[src/rtl/zbt_port_arbiter.sv]
// ZBT SRAM single-port scheduler: read-priority grant, buffered writes,
// starvation-forced write slot, and the ZBT read/write data pipelines.
module zbt_port_arbiter #(
   parameter int FIFO_DEPTH   = 4,
   parameter int STARVE_LIMIT = 8
) (
   input  logic        clk,
   input  logic        reset,
   input  logic        rd_req,
   input  logic [18:0] rd_addr,
   output logic        rd_ack,
   output logic        rd_valid,
   output logic [35:0] rd_data,
   input  logic        wr_req,
   input  logic [18:0] wr_addr,
   input  logic [35:0] wr_data,
   output logic        wr_full,
   output logic        wr_overflow,
   output logic [18:0] mem_addr,
   output logic        mem_we,
   output logic [35:0] mem_write_data,
   input  logic [35:0] mem_read_data
);

   localparam int PW = $clog2(FIFO_DEPTH);
   localparam int CW = PW + 1;
   localparam int SW = $clog2(STARVE_LIMIT + 1);

   typedef enum logic {ST_NORMAL, ST_FORCE_WR} state_t;
   typedef enum logic [1:0] {G_IDLE, G_READ, G_WRITE} grant_t;

   logic [18:0]   r_faddr [FIFO_DEPTH];
   logic [35:0]   r_fdata [FIFO_DEPTH];
   logic [PW-1:0] r_wptr;
   logic [PW-1:0] r_rptr;
   logic [CW-1:0] r_count;
   logic          r_full;
   logic          r_ovf;
   state_t        r_state;
   logic [SW-1:0] r_starve;
   logic [18:0]   r_mem_addr;
   logic          r_mem_we;
   logic          r_wv1;
   logic          r_wv2;
   logic [35:0]   r_wd1;
   logic [35:0]   r_wd2;
   logic [35:0]   r_wd_out;
   logic [2:0]    r_rv;
   logic          r_rd_valid;
   logic [35:0]   r_rd_data;

   logic          w_empty;
   logic          w_push;
   logic          w_pop;
   grant_t        w_grant;
   logic [CW-1:0] w_count_nxt;
   logic [SW-1:0] w_starve_inc;

   assign w_empty      = (r_count == '0);
   assign w_push       = wr_req & ~r_full;
   assign w_pop        = (w_grant == G_WRITE);
   assign w_starve_inc = r_starve + SW'(1);

   always_comb begin
      w_grant = G_IDLE;
      if (r_state == ST_FORCE_WR) begin
         if (!w_empty) w_grant = G_WRITE;
      end else if (rd_req) begin
         w_grant = G_READ;
      end else if (!w_empty) begin
         w_grant = G_WRITE;
      end
   end

   always_comb begin
      w_count_nxt = r_count;
      if (w_push && !w_pop) w_count_nxt = r_count + CW'(1);
      if (!w_push && w_pop) w_count_nxt = r_count - CW'(1);
   end

   assign rd_ack = rd_req & ~reset & (w_grant == G_READ);

   // Storage needs no reset: pointers and count define what is live.
   always_ff @(posedge clk) begin
      if (w_push) begin
         r_faddr[r_wptr] <= wr_addr;
         r_fdata[r_wptr] <= wr_data;
      end
   end

   always_ff @(posedge clk) begin
      if (reset) begin
         r_wptr  <= '0;
         r_rptr  <= '0;
         r_count <= '0;
         r_full  <= 1'b0;
         r_ovf   <= 1'b0;
      end else begin
         if (w_push) r_wptr <= r_wptr + PW'(1);
         if (w_pop)  r_rptr <= r_rptr + PW'(1);
         r_count <= w_count_nxt;
         r_full  <= (w_count_nxt == CW'(FIFO_DEPTH));
         r_ovf   <= r_ovf | (wr_req & r_full);
      end
   end

   always_ff @(posedge clk) begin
      if (reset) begin
         r_state  <= ST_NORMAL;
         r_starve <= '0;
      end else if (r_state == ST_FORCE_WR) begin
         r_state  <= ST_NORMAL;
         r_starve <= '0;
      end else if (w_pop || w_empty) begin
         r_starve <= '0;
      end else if (w_grant == G_READ) begin
         r_starve <= w_starve_inc;
         if (w_starve_inc == SW'(STARVE_LIMIT)) r_state <= ST_FORCE_WR;
      end
   end

   always_ff @(posedge clk) begin
      if (reset) begin
         r_mem_addr <= '0;
         r_mem_we   <= 1'b0;
      end else begin
         case (w_grant)
            G_READ: begin
               r_mem_addr <= rd_addr;
               r_mem_we   <= 1'b0;
            end
            G_WRITE: begin
               r_mem_addr <= r_faddr[r_rptr];
               r_mem_we   <= 1'b1;
            end
            default: r_mem_we <= 1'b0;
         endcase
      end
   end

   // Write data trails its address by two cycles on the ZBT bus.
   always_ff @(posedge clk) begin
      if (reset) begin
         r_wv1    <= 1'b0;
         r_wv2    <= 1'b0;
         r_wd1    <= '0;
         r_wd2    <= '0;
         r_wd_out <= '0;
      end else begin
         r_wv1 <= w_pop;
         r_wv2 <= r_wv1;
         if (w_pop) r_wd1 <= r_fdata[r_rptr];
         if (r_wv1) r_wd2 <= r_wd1;
         if (r_wv2) r_wd_out <= r_wd2;
      end
   end

   always_ff @(posedge clk) begin
      if (reset) begin
         r_rv       <= '0;
         r_rd_valid <= 1'b0;
         r_rd_data  <= '0;
      end else begin
         r_rv       <= {r_rv[1:0], (w_grant == G_READ)};
         r_rd_valid <= r_rv[2];
         if (r_rv[2]) r_rd_data <= mem_read_data;
      end
   end

   assign rd_valid       = r_rd_valid;
   assign rd_data        = r_rd_data;
   assign wr_full        = r_full;
   assign wr_overflow    = r_ovf;
   assign mem_addr       = r_mem_addr;
   assign mem_we         = r_mem_we;
   assign mem_write_data = r_wd_out;

endmodule

[config.mk]
export PLATFORM = sky130hd
export DESIGN_NAME = zbt_port_arbiter
export DESIGN_NICKNAME = d
export VERILOG_FILES = /design/src/rtl/zbt_port_arbiter.sv
export SDC_FILE = /design/constraint.sdc
export NUM_CORES = 1
export LEC_CHECK = 0
export CAP_MARGIN = 25
export CORE_MARGIN = 1
export CORE_UTILIZATION = 45
export CTS_BUF_LIST = sky130_fd_sc_hd__clkbuf_4
export DETAILED_ROUTE_END_ITERATION = 8
export HOLD_SLACK_MARGIN = 0.1
export PLACE_DENSITY_LB_ADDON = 0.15
export SETUP_SLACK_MARGIN = 0.2
export SLEW_MARGIN = 30
export SYNTH_ARGS = -nofsm -noshare
export SYNTH_HDL_FRONTEND = slang
export SYNTH_SLANG_ARGS = --single-unit
[constraint.sdc]
create_clock -name clk -period 3.5 [get_ports clk]
set_input_delay 0.7 -clock clk [delete_from_list [all_inputs] [get_ports clk]]
set_output_delay 0.7 -clock clk [all_outputs]
set_load 0.01 [all_outputs]
# After elaboration in Yosys (flattened, before gate mapping)
# Memories as Yosys holds them, arrays and structs flattened. A register that Yosys moved wholly into a read port is not among the register bits.
# Cells that the tools add are included.
[classes] add_sub_neg=5 multipliers=0 div=0 n_lt_le_gt_ge=0 n_eq_ne=4 shifts=0 mux=12 bitwise=8 n_reduce_logical=9
[ops] op="19-bit one-hot mux with 2 select lines" n=1
[ops] op="2-bit 2-to-1 mux" n=5
[ops] op="3-bit 2-to-1 mux" n=2
[ops] op="2-bit by 1-bit adder with 2-bit output, second input constant" n=2
[ops] op="4-bit by 1-bit adder with 4-bit output, second input constant" n=1
[ops] op="1-bit bitwise AND" n=4
[ops] op="4-bit == test, second input constant" n=1
[ops] op="1-bit 2-to-1 mux" n=4
[ops] op="4-bit OR reduction" n=1
[ops] op="3-bit by 1-bit adder with 3-bit output, second input constant" n=1
[ops] op="3-bit == test, second input constant" n=1
[ops] op="3-bit zero test" n=1
[ops] op="1-bit inverter" n=3
[ops] op="3-bit OR reduction" n=1
[ops] op="3-bit by 1-bit subtractor with 3-bit output, second input constant" n=1
[ops] op="2-bit by 1-bit == test with 1-bit output, second input constant" n=1
[ops] op="2-bit == test, second input constant" n=1
[ops] op="1-bit logical AND" n=2
[ops] op="1-bit zero test" n=2
[ops] op="2-bit nonzero test" n=1
[ops] op="1-bit logical OR" n=1
[ops] op="1-bit bitwise OR" n=1
[word_totals] reg_bits=148 latchBits=0 ram_bits=220 rom_bits=0 in_bits=114 out_inout_bits=96 elab_cells=56 n_memories=2
[memory_table] memory="r_fdata" words=4 word_bits=36 rd=1 rd_ports_with_merged_regs=1 wr=1 line_no="33" rtl="logic [35:0] r_fdata [FIFO_DEPTH];"
[memory_table] memory="r_faddr" words=4 word_bits=19 rd=1 rd_ports_with_merged_regs=1 wr=1 line_no="32" rtl="logic [18:0] r_faddr [FIFO_DEPTH];"

# Logic depth before layout (Yosys ltp)
# Gate-level depths: netlist of run 1.
[logic_depth] ltp_word=10 ltp_mapped=9 mapped_depth_nobuf=7

# Worst setup path before layout of run 1
# OpenSTA, ideal clock, no wires.
[synth_path] path_kind="input to register" startpoint="in wr_req" endpoint="mem r_faddr[0][0], enable pin" t_arrival_ps=2378 required_time_ps=3082 setup_slack_ps=703 path_stages=3 n_path_buf=1 path_cell_list="nor2b_2 > buf_4 > and2_1"
[synth_between] elab_chain_cells=3
[synth_lines] item="start, declared" line_no="14" rtl="input logic wr_req,"
[synth_lines] item="1-bit bitwise AND" line_no="60" rtl="assign w_push = wr_req & ~r_full;"
[synth_lines] item="1-bit 2-to-1 mux" line_no="85" rtl="if (w_push) begin"
[synth_lines] item="1-bit 2-to-1 mux (implied by the code)" line_no="86" rtl="r_faddr[r_wptr] <= wr_addr;"
[synth_lines] item="end, declared" line_no="32"
# No other way between the ends.

# Worst setup path in the final report of run 1
[layout_path] startpoint="in rd_req" endpoint="out rd_ack"
[layout_between] elab_chain_cells=4 elab_cells_between_ends=5
[layout_lines] item="start, declared" line_no="9" rtl="input logic rd_req,"
[layout_lines] item="2-bit 2-to-1 mux" line_no="68" rtl="end else if (rd_req) begin"
[layout_lines] item="2-bit 2-to-1 mux" line_no="66" rtl="if (r_state == ST_FORCE_WR) begin"
[layout_lines] item="2-bit by 1-bit == test with 1-bit output" line_no="81" rtl="assign rd_ack = rd_req & ~reset & (w_grant == G_READ);"
[layout_lines] item="1-bit bitwise AND *" line_no="81"
[layout_lines] item="end, declared" line_no="11" rtl="output logic rd_ack,"
# Every way passes the cells marked *; elsewhere a longest branch is shown, timed or not.

==> impl_metrics.toml, run 1 <==
[outcome]
outcome = "completed"

[clock_tree]
cts_max_level = 3
cts_made_buffers = 102
cts_tree = "built"
post-cts-setup-buffers = 0
cts.root.buffer_cell = "clkbuf_4"
cts.repair.resized = 0
cts.sinks = 405
insertion_delay_ns = 0.71
cts_hold_buf = 0
path_clk_slew_ns = 0.06
cts_buffer_depth = 3

[yosys]
synth_top_cell_area_share = 0.447
synth_edf_count = 220
yosysTopAreaCell = "edfxtp_1"
syn_nets = 1120
synth_cell_types = 37
synth_seq_cells = 405
synthArstFlopShare = 0
synth-compound-area-share = 0.0365
synth_mux_area_frac = 0.157
synthCells = 998
synth-simple-area-share = 0.0706
yosysSeqAreaShare = 0.698
synth_top_family_by_area = "multiplexers"
synth_top_cells_by_area = "edfxtp_1 (45%), dfxtp_1 (25%), mux4_2 (8.4%)"
synth_area_per_cell_um2 = 14.8
synth_area_um2 = 14800
ys_warn_count = 0
synth_fa_ha_area_frac = 0.00677
synthXorXnorAreaFrac = 0.00567
synth_ff_type = "edfxtp_1"
synth.top_cells.by_count = "edfxtp_1 (220), dfxtp_1 (185), nor2_1 (144), mux2i_1 (108), nand2_1 (95)"
yosysMostFrequentCell = "edfxtp_1"

[route]
firstDrtPassIters = 4
num_vias = 8803
drcViolationCount = 0
drtIter0Drc = 351
wl_um = 30200
vias_per_cell = 4.91
wl_per_cell_um = 16.9
ant_nets = 0

[pwr]
cellInternalPower_mw = 8.89
power_switching_mw = 3.36
vdd_drop_max_v = 0.000332
seqPwrFrac = 0.485
combPwrFrac = 0.190
cellLeakagePower_nw = 6.40
p_clk_frac = 0.326
sw_frac_of_total = 0.274
p_per_area_nw_per_um2 = 656

[setup_path]
slowest_stage = "clkdlybuf4s50_1"
path_class = "primary input to output port"
critPathRequiredTime_ns = 2.80
cp_num_buf_inv = 2
path_max_fanout = 2
cp_top_family = "buffers and inverters"
worstPathArrival_ns = 2.01
worstPathCellList = "clkdlybuf4s50_1, nand2b_1, nor2_1, clkdlybuf4s50_1"
endpoint_kind = "output port"
cp_common_cell = "clkdlybuf4s50_1"
cpPeakStageDelay_ns = 0.55
critPathLaunchType = "primary input"

[timing]
rsz0062_at_grt = "no"
finalSetupViolations = 0
layout_setup_ws_ns = 0.794
report.final.slew_viol_count = 0
min_period_over_period = 0.773
relSlewSlack = 0.440
fin_setup_tns_ns = 0
clock.fmax_mhz = 369
fin_skew_ns = 0.0564
hold_viol_final = 0
worstMarginPinSlew_ns = 0.840
fin_crit_ns = 2.71

[die]
die-area_um2 = 33600
die_h_um = 183
ios = 210
coreArea_um2 = 32000
die_w_um = 183
initial_core_util = 0.462
num_rows = 65

[global_routing]
grt_first_pass_wirelength_um = 47300
grt_max_degree = 180
grt-busiest-layer = "met2"
grt_use_met3 = 0.0481
use_met2 = 0.293
grt_pass1_vias = 8968
overflow = 0
grt_use_total = 0.181
antenna_found_initial = 3
met1_usage = 0.236

[placed_design]
portBuffers = 209
dp_hpwl_um = 18100
dpl_cell_area_um2 = 17300
pre_cts_slack_ns = 0.716
gp_congestion = 0.706

[final_layout]
layout-drive-gt1-share = 0.206
syn_to_final_growth_pct = 26.4
fin_area_um2 = 18700
fin_nets = 1390

[flow_run]
maxCapViolCount = 0

[min_path]
min_path_type = "register to register"
==> registers in the layout, indices dropped and copies added (netlist names), named ones only <==
signal,cells
mem_addr,19
wr_full,1
r_fdata,144
r_rptr,2
r_faddr,76
r_wd1,36
r_count,3
mem_we,1
mem_write_data,36
r_state,1
r_rv,3
r_wptr,2
rd_valid,1
r_starve,4
r_wd2,36
wr_overflow,1
r_wv2,1
rd_data,36
==> final timing paths <==
kind	end	cells after the start	slack (ns)	start
max	rd_ack	4	0.79	rd_req
min	r_rv[1]	1	0.44	r_rv[0]
max reg2reg	r_wd1[19]	9	0.97	r_count[0]
min reg2reg	r_rv[1]	1	0.44	r_rv[0]
==> through the flow <==
step | utilization | hold slack (ns) | power (mW) | std cells
6_report | 0.584 | 0.443 | 12.3 | 1792
5_1_grt | 0.584 | 0.445 | 13.0 | 1792
2_1_floorplan | - | 0.414 | 7.65 | 998
3_5_place_dp | 0.541 | 0.432 | 8.43 | 1599
3_3_place_gp | 0.541 | 0.428 | 8.40 | 1599
4_1_cts | 0.584 | 0.443 | 12.5 | 1791
==> cells in the final DEF, fill, tap and decap left out, types with 2 or more instances in the layout <==
| cell | Yosys | layout |
|---|---|---|
| buf_4 | 6 | 14 |
| xnor2_1 | 4 | 4 |
| edfxtp_1 | 220 | 220 |
| dfxtp_4 | 0 | 4 |
| clkbuf_4 | 0 | 170 |
| nor2b_2 | 2 | 2 |
| xor2_1 | 3 | 3 |
| mux2i_1 | 108 | 108 |
| nand2_1 | 95 | 95 |
| a211oi_2 | 11 | 11 |
| clkdlybuf4s50_1 | 0 | 208 |
| and2_4 | 0 | 4 |
| inv_1 | 7 | 7 |
| buf_12 | 3 | 5 |
| clkinvlp_4 | 0 | 4 |
| a211oi_1 | 10 | 10 |
| nor2b_1 | 4 | 4 |
| nor3_1 | 3 | 3 |
| dfxtp_2 | 0 | 2 |
| nand3_1 | 2 | 2 |
| mux4_2 | 55 | 55 |
| clkinv_1 | 0 | 16 |
| nand2b_1 | 2 | 2 |
| nor2_1 | 144 | 143 |
| a21oi_1 | 57 | 57 |
| ha_1 | 8 | 8 |
| dfxtp_1 | 185 | 179 |
==> power groups by stage <==
stage / Clock (mW) / Sequential (mW) / Combinational [mW]
final: 3.99 / 5.94 / 2.33
after global routing: 4.39 / 6.01 / 2.55
after CTS: 4.14 / 5.96 / 2.38
after detailed placement: 0 / 6.06 / 2.37
after global placement: 0 / 6.04 / 2.36
after floorplan: 0 / 5.83 / 1.82
==> kinds of logic (layout without fill, tap and decap cells) <==
kind of cell	count (synthesis)	in the layout
AOI/OAI and AO/OA	83	83
xor gates and xnor gates	8	8
adders and majority gates	8	8
buffers and inverters	69	427
DFF	405	405
muxes	163	163
other	0	1
and+or+nand+nor	262	262
==> layer usage <==
layer,wire (um),up-vias
met5,12,-
li1,-,4250
met4,380,2
met2,14100,255
met1,13800,4265
met3,1940,31
==> final cells by class <==
| type | instances | area (um2) |
|---|---|---|
| Tap cell | 435 | 544 |
| Timing Repair Buffer | 228 | 2300 |
| Clock inverter | 22 | 98.8 |
| Clock buffer | 170 | 1280 |
| Fill cell | 2607 | 13300 |
| Inverter | 7 | 26.3 |
| Sequential cell | 405 | 10300 |
| Multi-Input combinational cell | 524 | 4100 |
| Antenna cell | 1 | 2.50 |
Note: power is estimated with default switching activity, not from simulation.
==> inputs of run 2 (changes only) <==
==> constraint.sdc (replaced) <==
create_clock -name clk -period 2.72 [get_ports clk]
set_input_delay 0.544 -clock clk [delete_from_list [all_inputs] [get_ports clk]]
set_output_delay 0.544 -clock clk [all_outputs]
set_load 0.01 [all_outputs]
==> run 2 against run 1 <==
Net effect:
- non-clock buffer count is 8 higher
- sequential cell count did not move
- cell count up 0.33%
- clock skew increased by 0.015 ns
- clock-buffer cell count down 2
- worst hold slack lost 0.042 ns
==> impl_metrics.toml, run 2 (same netlist as run 1, synthesis figures left out) <==
[outcome]
outcome = "completed"

[timing]
finalSetupViolations = 0
layout_setup_ws_ns = 0.447
relSlewSlack = 0.360
worstMarginPinSlew_ns = 0.960
fin_crit_ns = 2.27
min_period_over_period = 0.836
hold_viol_final = 0
report.final.slew_viol_count = 0
clock.fmax_mhz = 440
fin_setup_tns_ns = 0
fin_skew_ns = 0.0712
rsz0062_at_grt = "no"

[pwr]
seqPwrFrac = 0.465
p_clk_frac = 0.326
p_per_area_nw_per_um2 = 847
cellInternalPower_mw = 11.6
power_switching_mw = 4.36
power_mw = 16.0
sw_frac_of_total = 0.273
cellLeakagePower_nw = 6.49
vdd_drop_max_v = 0.000394
combPwrFrac = 0.209

[final_layout]
largest_reg_flops = 144
layout-drive-gt1-share = 0.211
register_area_um2 = 10300
fin_nets = 1400
final.fill_count = 2603
multi_input_area_um2 = 4100
top_regs = "r_fdata x144, r_faddr x76"
syn_to_final_growth_pct = 27.6
most-common-layout-cells = "edfxtp_1 (220), clkdlybuf4s50_1 (207), dfxtp_1 (180), clkbuf_4 (168), nor2_1 (143)"
regMostFlops = "r_fdata"
layout_commonest_cell = "edfxtp_1"
finalCoreUtilization = 0.590

[route]
firstDrtPassIters = 4
num_vias = 8740
vias_per_cell = 4.86
ant_nets = 0
drcViolationCount = 0
drtIter0Drc = 394
wl_per_cell_um = 16.7
wl_um = 30000

[clock_tree]
cts_hold_buf = 0
path_clk_slew_ns = 0.07
cts_max_level = 3
insertion_delay_ns = 0.75
cts_buffer_depth = 3
cts_tree = "built"
cts_made_buffers = 104
cts.root.buffer_cell = "clkbuf_4"
cts.sinks = 405

[die]
num_rows = 65
die_w_um = 183
die-area_um2 = 33600
initial_core_util = 0.462
coreArea_um2 = 32000
die_h_um = 183
ios = 210

[setup_path]
worstPathArrival_ns = 1.73
r2r_slack_ns = 0.47
r2r_end = "r_count[1]"
critPathRequiredTime_ns = 2.18
path_class = "register to output port"
r2r-start = "r_count[0]"
crit_end = "rd_ack"
path_max_fanout = 2
reg2regPathDepth = 10
critPathLaunchType = "register"
cp-startpoint = "r_state"
endpoint_kind = "output port"

[global_routing]
grt_use_total = 0.184
grt_pass1_vias = 8971
grt_max_degree = 180
grt_first_pass_wirelength_um = 47500
antenna_found_initial = 2
overflow = 0

[min_path]
hp-start = "reset"
min_path_type = "primary input to register"

[placed_design]
gp_congestion = 0.686
portBuffers = 209
dp_hpwl_um = 18200
pre_cts_slack_ns = 0.134

[flow_run]
maxCapViolCount = 0
-- run 2: through the flow --
step / std cells / instance area [um2] / hold WS (ns)
floorplan: 998 / 14800 / 0.414
global placement: 1606 / 17400 / 0.425
detailed placement: 1607 / 17500 / 0.423
CTS: 1795 / 18800 / 0.330
global route: 1797 / 18800 / 0.356
finish: 1798 / 18800 / 0.401
-- run 2: worst min-delay path by stage --
| stage | cells after the start | endpoint | slack, ns |
|---|---|---|---|
| 6_report | 3 | mem_addr[8] | 0.40 |
| 5_1_grt | 3 | rd_data[12] | 0.36 |
| 4_1_cts | 3 | mem_addr[3] | 0.33 |
| 3_5_place_dp | 1 | r_rv[2] | 0.42 |
| 3_3_place_gp | 1 | r_rv[2] | 0.43 |
| 2_1_floorplan | 1 | r_rv[1] | 0.41 |
-- run 2: repair_timing --
action	in CTS	in global routing
endpoints found under the setup margin	1	0
gates resized for setup	1	0
hold endpoints to repair	0	0
buffers inserted	0	0
-- run 2: critical path, stage by stage, from the launching register on --
cell and delay, ns:
dfxtp_1 0.32, nand2b_1 0.15, nor2_1 0.19, dlygate4sd2_1 0.39
-- run 2: cell type report --
cell class | count | share of cell area
sequential | 405 | 0.547
clock buffer | 168 | 0.0669
multi-input combinational | 524 | 0.218
timing repair buffer | 236 | 0.131
tap | 435 | 0.0289
clock inverter | 20 | 0.00651
antenna | 3 | 0.000398
inverter | 7 | 0.00139
-- run 2: power by group through the flow --
stage | Clock (mW) | Combinational, mW | Sequential [mW]
2_1_floorplan | 0 | 2.35 | 7.49
3_5_place_dp | 0 | 3.41 | 7.56
3_3_place_gp | 0 | 3.34 | 7.53
6_report | 5.20 | 3.34 | 7.42
5_1_grt | 5.76 | 3.66 | 7.48
4_1_cts | 5.40 | 3.41 | 7.43
-- run 2: per-layer routing --
metal | share of wire | global-route usage
met1 | 0.44 | 0.233
met2 | 0.47 | 0.300
met3 | 0.061 | 0.0516
met4 | 0.022 | 0.0723
met5 | 0.00043 | 0
